**src/rtl/aes_round_key_sequencer_if.sv**
```systemverilog
// ---------------------------------------------------------------------------
// aes_round_key_sequencer_if
// Bundles the control, key-expander and round-datapath signals of the
// round key sequencer.
//   master : the sequencer (drives encrypt_en/key_sel, rk_* outputs, status)
//   slave  : the surrounding core (drives start/abort, key_rdy/round_key,
//            rk_ready)
// Signals:
//   start, abort          control requests into the sequencer
//   encrypt_en, key_sel   request to the key expander
//   key_rdy, round_key    response from the key expander (16 bytes)
//   rk_valid/rk_ready     handshake to the round datapath
//   rk_data/rk_round/rk_last  payload of that handshake
//   busy, done, timeout_err   status
// ---------------------------------------------------------------------------
interface aes_round_key_sequencer_if;
  logic                  start;
  logic                  abort;
  logic                  encrypt_en;
  logic [3:0]            key_sel;
  logic                  key_rdy;
  logic [3:0][3:0][7:0]  round_key;
  logic                  rk_valid;
  logic                  rk_ready;
  logic [3:0][3:0][7:0]  rk_data;
  logic [3:0]            rk_round;
  logic                  rk_last;
  logic                  busy;
  logic                  done;
  logic                  timeout_err;

  modport master (
    input  start, abort, key_rdy, round_key, rk_ready,
    output encrypt_en, key_sel, rk_valid, rk_data, rk_round, rk_last,
           busy, done, timeout_err
  );

  modport slave (
    output start, abort, key_rdy, round_key, rk_ready,
    input  encrypt_en, key_sel, rk_valid, rk_data, rk_round, rk_last,
           busy, done, timeout_err
  );
endinterface

```
**src/rtl/aes_round_key_sequencer.sv**
```systemverilog
// ---------------------------------------------------------------------------
// aes_round_key_sequencer
// Walks the AES key expander through rounds 0..NUM_ROUNDS, captures each
// round key when key_rdy is seen and hands it to the round datapath over a
// valid/ready handshake. Handles back-pressure, a key_rdy timeout and abort.
// Ports:
//   clk    rising-edge clock
//   reset  asynchronous, active-high reset
//   bus    aes_round_key_sequencer_if.master (see interface header)
// All outputs are decoded from registered state, so there is no
// combinational path from any input to any output.
// ---------------------------------------------------------------------------
module aes_round_key_sequencer #(
  parameter int NUM_ROUNDS     = 10,
  parameter int TIMEOUT_CYCLES = 64
) (
  input  logic                        clk,
  input  logic                        reset,
  aes_round_key_sequencer_if.master   bus
);

  localparam logic [1:0] S_IDLE    = 2'd0;
  localparam logic [1:0] S_REQ     = 2'd1;
  localparam logic [1:0] S_PRESENT = 2'd2;
  localparam logic [1:0] S_DONE    = 2'd3;

  localparam int          TW       = (TIMEOUT_CYCLES > 2) ? $clog2(TIMEOUT_CYCLES) : 1;
  localparam logic [TW-1:0] TMO_MAX = TW'(TIMEOUT_CYCLES - 1);
  localparam logic [3:0]  LAST_RND = 4'(NUM_ROUNDS);

  logic [1:0]           state_q, state_d;
  logic [3:0]           round_q, round_d;
  logic [TW-1:0]        tmo_q, tmo_d;
  logic                 err_q, err_d;
  logic                 cap;
  logic [3:0][3:0][7:0] rk_data_q;
  logic [3:0]           rk_round_q;
  logic                 rk_last_q;

  // Next-state logic. abort outranks every other event in a busy state,
  // including a key capture or a timeout in the same cycle.
  always_comb begin
    state_d = state_q;
    round_d = round_q;
    tmo_d   = tmo_q;
    err_d   = err_q;
    cap     = 1'b0;
    case (state_q)
      S_IDLE: begin
        if (bus.start && !bus.abort) begin
          state_d = S_REQ;
          round_d = 4'd0;
          tmo_d   = '0;
          err_d   = 1'b0;
        end
      end
      S_REQ: begin
        if (bus.abort) begin
          state_d = S_IDLE;
        end else if (bus.key_rdy) begin
          cap     = 1'b1;
          state_d = S_PRESENT;
          tmo_d   = '0;
        end else if (tmo_q == TMO_MAX) begin
          // tmo_q counts REQ cycles already spent, so this is the last one
          err_d   = 1'b1;
          state_d = S_IDLE;
          tmo_d   = '0;
        end else begin
          tmo_d   = tmo_q + 1'b1;
        end
      end
      S_PRESENT: begin
        if (bus.abort) begin
          state_d = S_IDLE;
        end else if (bus.rk_ready) begin
          if (round_q == LAST_RND) begin
            state_d = S_DONE;
          end else begin
            state_d = S_REQ;
            round_d = round_q + 4'd1;
            tmo_d   = '0;
          end
        end
      end
      S_DONE: begin
        state_d = S_IDLE;
      end
      default: state_d = S_IDLE;
    endcase
  end

  always_ff @(posedge clk or posedge reset) begin
    if (reset) begin
      state_q <= S_IDLE;
      round_q <= 4'd0;
      tmo_q   <= '0;
      err_q   <= 1'b0;
    end else begin
      state_q <= state_d;
      round_q <= round_d;
      tmo_q   <= tmo_d;
      err_q   <= err_d;
    end
  end

  // Payload registers only load on a capture in REQ, so they keep the last
  // key across PRESENT back-pressure, abort and timeout.
  always_ff @(posedge clk or posedge reset) begin
    if (reset) begin
      rk_data_q  <= '0;
      rk_round_q <= 4'd0;
      rk_last_q  <= 1'b0;
    end else if (cap) begin
      rk_data_q  <= bus.round_key;
      rk_round_q <= round_q;
      rk_last_q  <= (round_q == LAST_RND);
    end
  end

  logic en;
  assign en = (state_q == S_REQ) || (state_q == S_PRESENT);

  assign bus.encrypt_en  = en;
  assign bus.key_sel     = en ? round_q : 4'd0;
  assign bus.rk_valid    = (state_q == S_PRESENT);
  assign bus.rk_data     = rk_data_q;
  assign bus.rk_round    = rk_round_q;
  assign bus.rk_last     = rk_last_q;
  assign bus.busy        = (state_q != S_IDLE);
  assign bus.done        = (state_q == S_DONE);
  assign bus.timeout_err = err_q;

endmodule

```
**src/flat_wrapper.sv**
```systemverilog
// flat-port wrapper written by rule: the top's interface ports become plain ports
module aes_round_key_sequencer_flat 
#(
  parameter int NUM_ROUNDS     = 10,
  parameter int TIMEOUT_CYCLES = 64
)
  (clk, reset, bus_start, bus_abort, bus_key_rdy, bus_round_key, bus_rk_ready, bus_encrypt_en, bus_key_sel, bus_rk_valid, bus_rk_data, bus_rk_round, bus_rk_last, bus_busy, bus_done, bus_timeout_err);
  aes_round_key_sequencer_if bus_i ();
  input  logic clk;
  input  logic reset;
  input wire logic [$bits(bus_i.start)-1:0] bus_start;
  input wire logic [$bits(bus_i.abort)-1:0] bus_abort;
  input wire logic [$bits(bus_i.key_rdy)-1:0] bus_key_rdy;
  input wire logic [$bits(bus_i.round_key)-1:0] bus_round_key;
  input wire logic [$bits(bus_i.rk_ready)-1:0] bus_rk_ready;
  output wire logic [$bits(bus_i.encrypt_en)-1:0] bus_encrypt_en;
  output wire logic [$bits(bus_i.key_sel)-1:0] bus_key_sel;
  output wire logic [$bits(bus_i.rk_valid)-1:0] bus_rk_valid;
  output wire logic [$bits(bus_i.rk_data)-1:0] bus_rk_data;
  output wire logic [$bits(bus_i.rk_round)-1:0] bus_rk_round;
  output wire logic [$bits(bus_i.rk_last)-1:0] bus_rk_last;
  output wire logic [$bits(bus_i.busy)-1:0] bus_busy;
  output wire logic [$bits(bus_i.done)-1:0] bus_done;
  output wire logic [$bits(bus_i.timeout_err)-1:0] bus_timeout_err;
  assign bus_i.start = bus_start;
  assign bus_i.abort = bus_abort;
  assign bus_i.key_rdy = bus_key_rdy;
  assign bus_i.round_key = bus_round_key;
  assign bus_i.rk_ready = bus_rk_ready;
  assign bus_encrypt_en = bus_i.encrypt_en;
  assign bus_key_sel = bus_i.key_sel;
  assign bus_rk_valid = bus_i.rk_valid;
  assign bus_rk_data = bus_i.rk_data;
  assign bus_rk_round = bus_i.rk_round;
  assign bus_rk_last = bus_i.rk_last;
  assign bus_busy = bus_i.busy;
  assign bus_done = bus_i.done;
  assign bus_timeout_err = bus_i.timeout_err;
  aes_round_key_sequencer #(.NUM_ROUNDS(NUM_ROUNDS), .TIMEOUT_CYCLES(TIMEOUT_CYCLES)) u_core (.clk(clk), .reset(reset), .bus(bus_i));
endmodule
```
**config.mk**
```make
export PLATFORM = sky130hd
export DESIGN_NAME = aes_round_key_sequencer_flat
export DESIGN_NICKNAME = d
export VERILOG_FILES = /design/src/rtl/aes_round_key_sequencer_if.sv /design/src/rtl/aes_round_key_sequencer.sv /design/src/flat_wrapper.sv
export SDC_FILE = /design/constraint.sdc
export NUM_CORES = 1
export LEC_CHECK = 0
export ABC_CLOCK_PERIOD_IN_PS = 9540
export CAP_MARGIN = 20
export CORE_UTILIZATION = 40
export CTS_BUF_LIST = sky130_fd_sc_hd__clkbuf_4
export DETAILED_ROUTE_END_ITERATION = 16
export DONT_BUFFER_PORTS = 1
export PLACE_DENSITY = 0.54
export REMOVE_ABC_BUFFERS = 1
export SYNTH_ARGS = -nofsm -noshare
export SYNTH_HDL_FRONTEND = slang
export SYNTH_SLANG_ARGS = --single-unit
```
**constraint.sdc**
```tcl
create_clock -name clk -period 9.54 [get_ports clk]
set_input_delay 0.954 -clock clk [delete_from_list [all_inputs] [get_ports clk]]
set_output_delay 0.954 -clock clk [all_outputs]
set_load 0.01 [all_outputs]
```
After elaboration in Yosys (flattened, before gate mapping)

Cells that the tools add are included.

Add/subtract/negate cells: 2
Reductions and logical operators: 12
Multiplexer cells: 30
Equal/unequal tests: 14

Operator list:

| operator              | number |
|---|---|
| $mux W6               | 7 |
| $mux W4               | 5 |
| $pmux W6 S3           | 1 |
| $mux W2               | 7 |
| $ne A2 B2 Y1 const B  | 5 |
| $reduce_and A5 Y1     | 2 |
| $pmux W2 S4           | 1 |
| $pmux W4 S2           | 1 |
| $mux W1               | 7 |
| $add A6 B1 Y6 const B | 1 |
| $eq A6 B6 Y1 const B  | 1 |
| $reduce_and A6 Y1     | 1 |
| $reduce_bool A2 Y1    | 3 |
| $add A4 B1 Y4 const B | 1 |
| $eq A2 B2 Y1 const B  | 2 |
| $eq A4 B4 Y1 const B  | 1 |
| $ne A2 B1 Y1 const B  | 2 |
| $ne A4 B3 Y1 const B  | 1 |
| $ne A3 B3 Y1 const B  | 1 |
| $reduce_and A3 Y1     | 1 |
| $reduce_bool A3 Y1    | 1 |
| $eq A2 B1 Y1 const B  | 1 |
| $logic_not A2 Y1      | 1 |
| $pmux W1 S2           | 1 |
| 3 further kinds       | 3 |

Logic and storage cells: 80
Flip-flop bits (word level): 146
Output and inout bits: 142
Input port bits: 134

Depth between registers and ports, before layout

Depth after elaboration: 5
Mapped depth: 8
Mapped depth without buffers: 6

Worst setup path after synthesis

Ideal clock, no wire load.

Path type: input to register
Start point: in bus_key_rdy
End point: reg u_core.state_q[1]
Path buffers: 1
Path slack: 7.589 ns
Stages on the path: 5
Arrival time: 1.827 ns
Required time: 9.415 ns
Setup time: 0.125 ns
Cells stage by stage: nand2b_1 > clkbuf_2 > a21oi_1 > a21oi_1 > mux2_2

Longest elaborated chain between the ends: 3
Elaborated cells on any way between the ends: 5
Classes of those cells: eq/ne: 1; mux: 3; reduce/logical: 1

Ends and longest elaborated chain:

| item                 | RTL line                       | source |
|---|---|---|
| from (decl)          | flat_wrapper.sv:13             | `input wire logic [$bits(bus_i.key_rdy)-1:0] bus_key_rdy;` |
| $mux W2              | aes_round_key_sequencer.sv:60  | `end else if (bus.key_rdy) begin` |
| $mux W2              | aes_round_key_sequencer.sv:58  | `if (bus.abort) begin` |
| $pmux W2 S4          | aes_round_key_sequencer.sv:48  | `case (state_q)` |
| to (signal assigned) | aes_round_key_sequencer.sv:100 | `state_q <= state_d;` |
| to (decl)            | aes_round_key_sequencer.sv:31  | `logic [1:0] state_q, state_d;` |

Several ways; a longest one is shown, not always the timed one.
A chain may end at the register's enable or synchronous reset.

Worst setup path in the final report

Start point: reg u_core.state_q[1]
End point: reg u_core.rk_data_q, in the netlist u_core.bus.rk_data[61]

Longest elaborated chain between the ends: 2

Ends and longest elaborated chain:

| item                 | RTL line                       | source |
|---|---|---|
| $eq A2 B1 Y1         | aes_round_key_sequencer.sv:48  |  |
| $mux W1              | aes_round_key_sequencer.sv:48  |  |
| to (signal assigned) | aes_round_key_sequencer.sv:115 | `rk_data_q <= bus.round_key;` |
| to (decl)            | aes_round_key_sequencer.sv:36  | `logic [3:0][3:0][7:0] rk_data_q;` |

Every way passes these cells.

==> run_results.csv <==
group,metric,value,unit
outcome,result_of_the_run,"finished, final reports clean",
routing,route.detailed.vias_per_inst,5.27,
logic_synthesis,synth_seq_area_share,62.4,%
clock_tree,ctsHoldBuffers,0,
place,numPortBuffers,0,
worst_setup_path,critical_path_required,9.95,ns
logic_synthesis,netlist_top_cells_count,"dfrtp_1, mux2_2, mux2_1, buf_2, inv_1",
floorplan,die_footprint,0.0151,mm²
finish,final_nets,525,
floorplan,ios,276,
routing,detail_route.first_pass.iterations,4,
routing,wl_per_cell,20.4,µm
logic_synthesis,netlist_cell_types,39,
worst_setup_path,worst-endpoint-arrival,3.27,ns
sta,max_freq,350,MHz
floorplan,placement_rows,43,
clock_tree,cts_made_buffers,17,
sta,worst_clock_skew,0.0102,ns
global_routing,grt_util_all_layers,15.3,%
finish,ff_latch_area,0.00365,mm²
logic_synthesis,synth-edff-count,0,
logic_synthesis,leading_register_cell_type_out_of_synthesis,"dfrtp_1",
global_routing,grt_first_pass_wirelength,16900,µm
logic_synthesis,proportion_of_register_bits_with_asynchronous_set_or_reset_after_synthesis,100,%
place,hpwlAfterDp,8600,µm
worst_setup_path,timing.critical_path.to_type,"flop",
floorplan,coreArea,0.0141,mm²
clock_tree,insertion_delay,0.52,ns
finish,final_layout_size_suffix_gt1_share,35.2,%
global_routing,antenna_found_initial,2,
sta,setup_tns,0,ns
routing,detailroute.wirelength.met3,1220,µm
finish,area.growth.synth_to_final,7.77,%
global_routing,grt-ovfl-total,0,
routing,postRouteAntennaNets,0,
logic_synthesis,synth_warnings,0,
sta,rsz0062_at_grt,"false",
sta,max-slew-margin-rel,35.8,%
job,maxCapViolCount,0,
routing,drt_drc_violations_left,0,
clock_tree,cts_num_sinks,146,
sta,timing.final.crit_share,29.9,%
floorplan,fp.dieW,123,µm
logic_synthesis,yosysMostFrequentCell,"dfrtp_1",
sta,hold_ws,0.435,ns
finish,fillerInstances,1271,
routing,wl_met2,6300,µm
global_routing,first_global_vias,3124,
place,gp_routability_congestion,0.691,
routing,route.layer.met1.wl,4130,µm
logic_synthesis,synth.cell_area,0.00586,mm²
routing,route.top_layer_used,"met4",
power,leakagePower,2.77,nW
worst_setup_path,critical_path_class,"flop to flop",
finish,multi_input_comb_area,0.00206,mm²
routing,final_wl,11800,µm
worst_setup_path,critical_path.max_fanout,71,
floorplan,effective_utilization_at_floorplan,41.6,%
place,detailedPlace.worstSlack,6.40,ns
global_routing,grt_start_max_net_pins,89,
worst_setup_path,startpoint_type,"flop",
routing,vias,3046,
power,total_power,2.11,mW
power,vdd_ir_drop_max,0.149,mV
logic_synthesis,yosysTopAreaCell,"dfrtp_1",
sta,timing.final.ws_setup,6.68,ns
power,power-per-cell-area,334,mW/mm²
sta,tightest_slew,0.964,ns
sta,setup_viol,0,
logic_synthesis,synth.avg_cell_area,15.5,µm²
clock_tree,ctsResizeCount,0,
floorplan,dieHeight,123,µm
clock_tree,post_cts_buffers,0,
clock_tree,cts.path.max_buffers,2,
clock_tree,ctsRootBufferMaster,"clkbuf_4",
worst_setup_path,reg2reg_setup_slack,6.68,ns
clock_tree,cts_tree,"built",
sta,final_max_slew_viol_count,0,
logic_synthesis,synth_largest_type_area_fraction,62.4,%
routing,first_iter_violations,139,
worst_hold_path,hold_class,"input port to asynchronous set/reset pin",
logic_synthesis,syn_inst,379,
sta,hold_viol,0,
clock_tree,htree_levels,4,
logic_synthesis,post_synth_main_area_contributors,"dfrtp_1, mux2_2, mux2_1",
clock_tree,cts.clk_slew.worst_paths,0.12,ns
sta,finalWorstPathRequiredPeriod,2.86,ns
logic_synthesis,ys_ff_latch,146,
-- critical path, stage by stage, from the launching register on --
cell and delay (ns):
dfrtp_1 0.40, inv_1 0.09, ha_1 0.26, nand3_4 0.68
buf_4 0.77, mux2_2 0.41
-- flip-flops by register name, indices dropped and copies added, names as in the netlist --
| register | flops |
|---|---|
| u_core.tmo_q | 6 |
| u_core.round_q | 4 |
| u_core.bus.rk_last | 1 |
| u_core.bus.rk_round | 4 |
| u_core.bus.rk_data | 128 |
| u_core.bus.timeout_err | 1 |
| u_core.state_q | 2 |
-- final cells by class --
class | instances | share of cell area (%)
Sequential cell | 146 | 57.9
Clock inverter | 11 | 2.58
Tap cell | 180 | 3.57
Antenna cell | 3 | 0.119
Timing Repair Buffer | 2 | 0.238
Multi-Input combinational cell | 206 | 32.6
Inverter | 10 | 0.674
Clock buffer | 20 | 2.38
-- where the power goes --
| part | switching, mW | internal [mW] |
|---|---|---|
| clock | 0.206 | 0.214 |
| sequential | 0.341 | 0.905 |
| combinational | 0.185 | 0.259 |
-- cell usage in the layout, fill, tap and decap left out, types with 2 or more instances in the layout --
master,netlist,layout
bufinv_16,0,4
mux2_1,36,36
ha_1,8,8
clkinv_4,0,2
or2_2,2,2
nand2_1,5,5
nor2_1,5,5
clkbuf_4,0,20
mux2i_1,2,2
diode_2,0,3
nand3b_1,2,2
clkinv_2,0,2
nand3_1,4,3
clkinv_1,0,2
o21ai_0,5,5
dfrtp_1,146,146
buf_4,0,2
a211o_1,2,2
mux2_2,97,97
inv_1,9,8
o41ai_1,2,2
or3_1,5,5
nand2b_1,2,2
a22o_1,3,3
a21oi_1,5,5
and2_1,4,4
o31ai_1,2,2
-- final timing paths --
| check | cells after the start | start | end |
|---|---|---|---|
| min in group clk | 1 | bus_abort | u_core.bus.timeout_err$_DFFE_PP0P_ |
| worst min-delay path | 1 | reset | u_core.bus.rk_data[74]$_DFFE_PP0P_ |
| worst min register to register | 1 | u_core.bus.rk_data[25]$_DFFE_PP0P_ | u_core.bus.rk_data[25]$_DFFE_PP0P_ |
| worst max register to register | 5 | u_core.state_q[1]$_DFFE_PP0P_ | u_core.bus.rk_data[61]$_DFFE_PP0P_ |
| worst max-delay path | 5 | u_core.state_q[1]$_DFFE_PP0P_ | u_core.bus.rk_data[61]$_DFFE_PP0P_ |
| max in group asynchronous | 2 | reset | u_core.bus.rk_data[11]$_DFFE_PP0P_ |
-- metrics by stage --
stage | cell area [µm²] | util [%] | std cells
3_5_place_dp | 5990 | 42.5 | 544
2_1_floorplan | 5740 | - | 362
5_1_grt | 6310 | 44.8 | 576
3_3_place_gp | 5990 | 42.5 | 544
6_report | 6310 | 44.8 | 578
4_1_cts | 6310 | 44.7 | 575
-- routing by layer --
metal / global-route usage [%] / vias to the layer above
met5: 0 / -
li1: - / 1358
met3: 7.93 / 14
met1: 15.2 / 1522
met4: 5.80 / 0
met2: 27.1 / 152
-- kinds of logic (layout without fill, tap and decap cells) --
kind of cell / after synthesis / in the layout / synth area share [%]
adder cells (fa/ha/maj): 8 / 8 / 1.71
AND/OR/NAND/NOR: 36 / 36 / 3.50
AO/OA/AOI/OAI: 27 / 27 / 3.80
buffers and inverters: 27 / 43 / 2.73
flip-flops: 146 / 146 / 62.4
multiplexers: 135 / 135 / 25.9
other: 0 / 3 / 0
No activity file was read; power rests on OpenSTA's default activity.
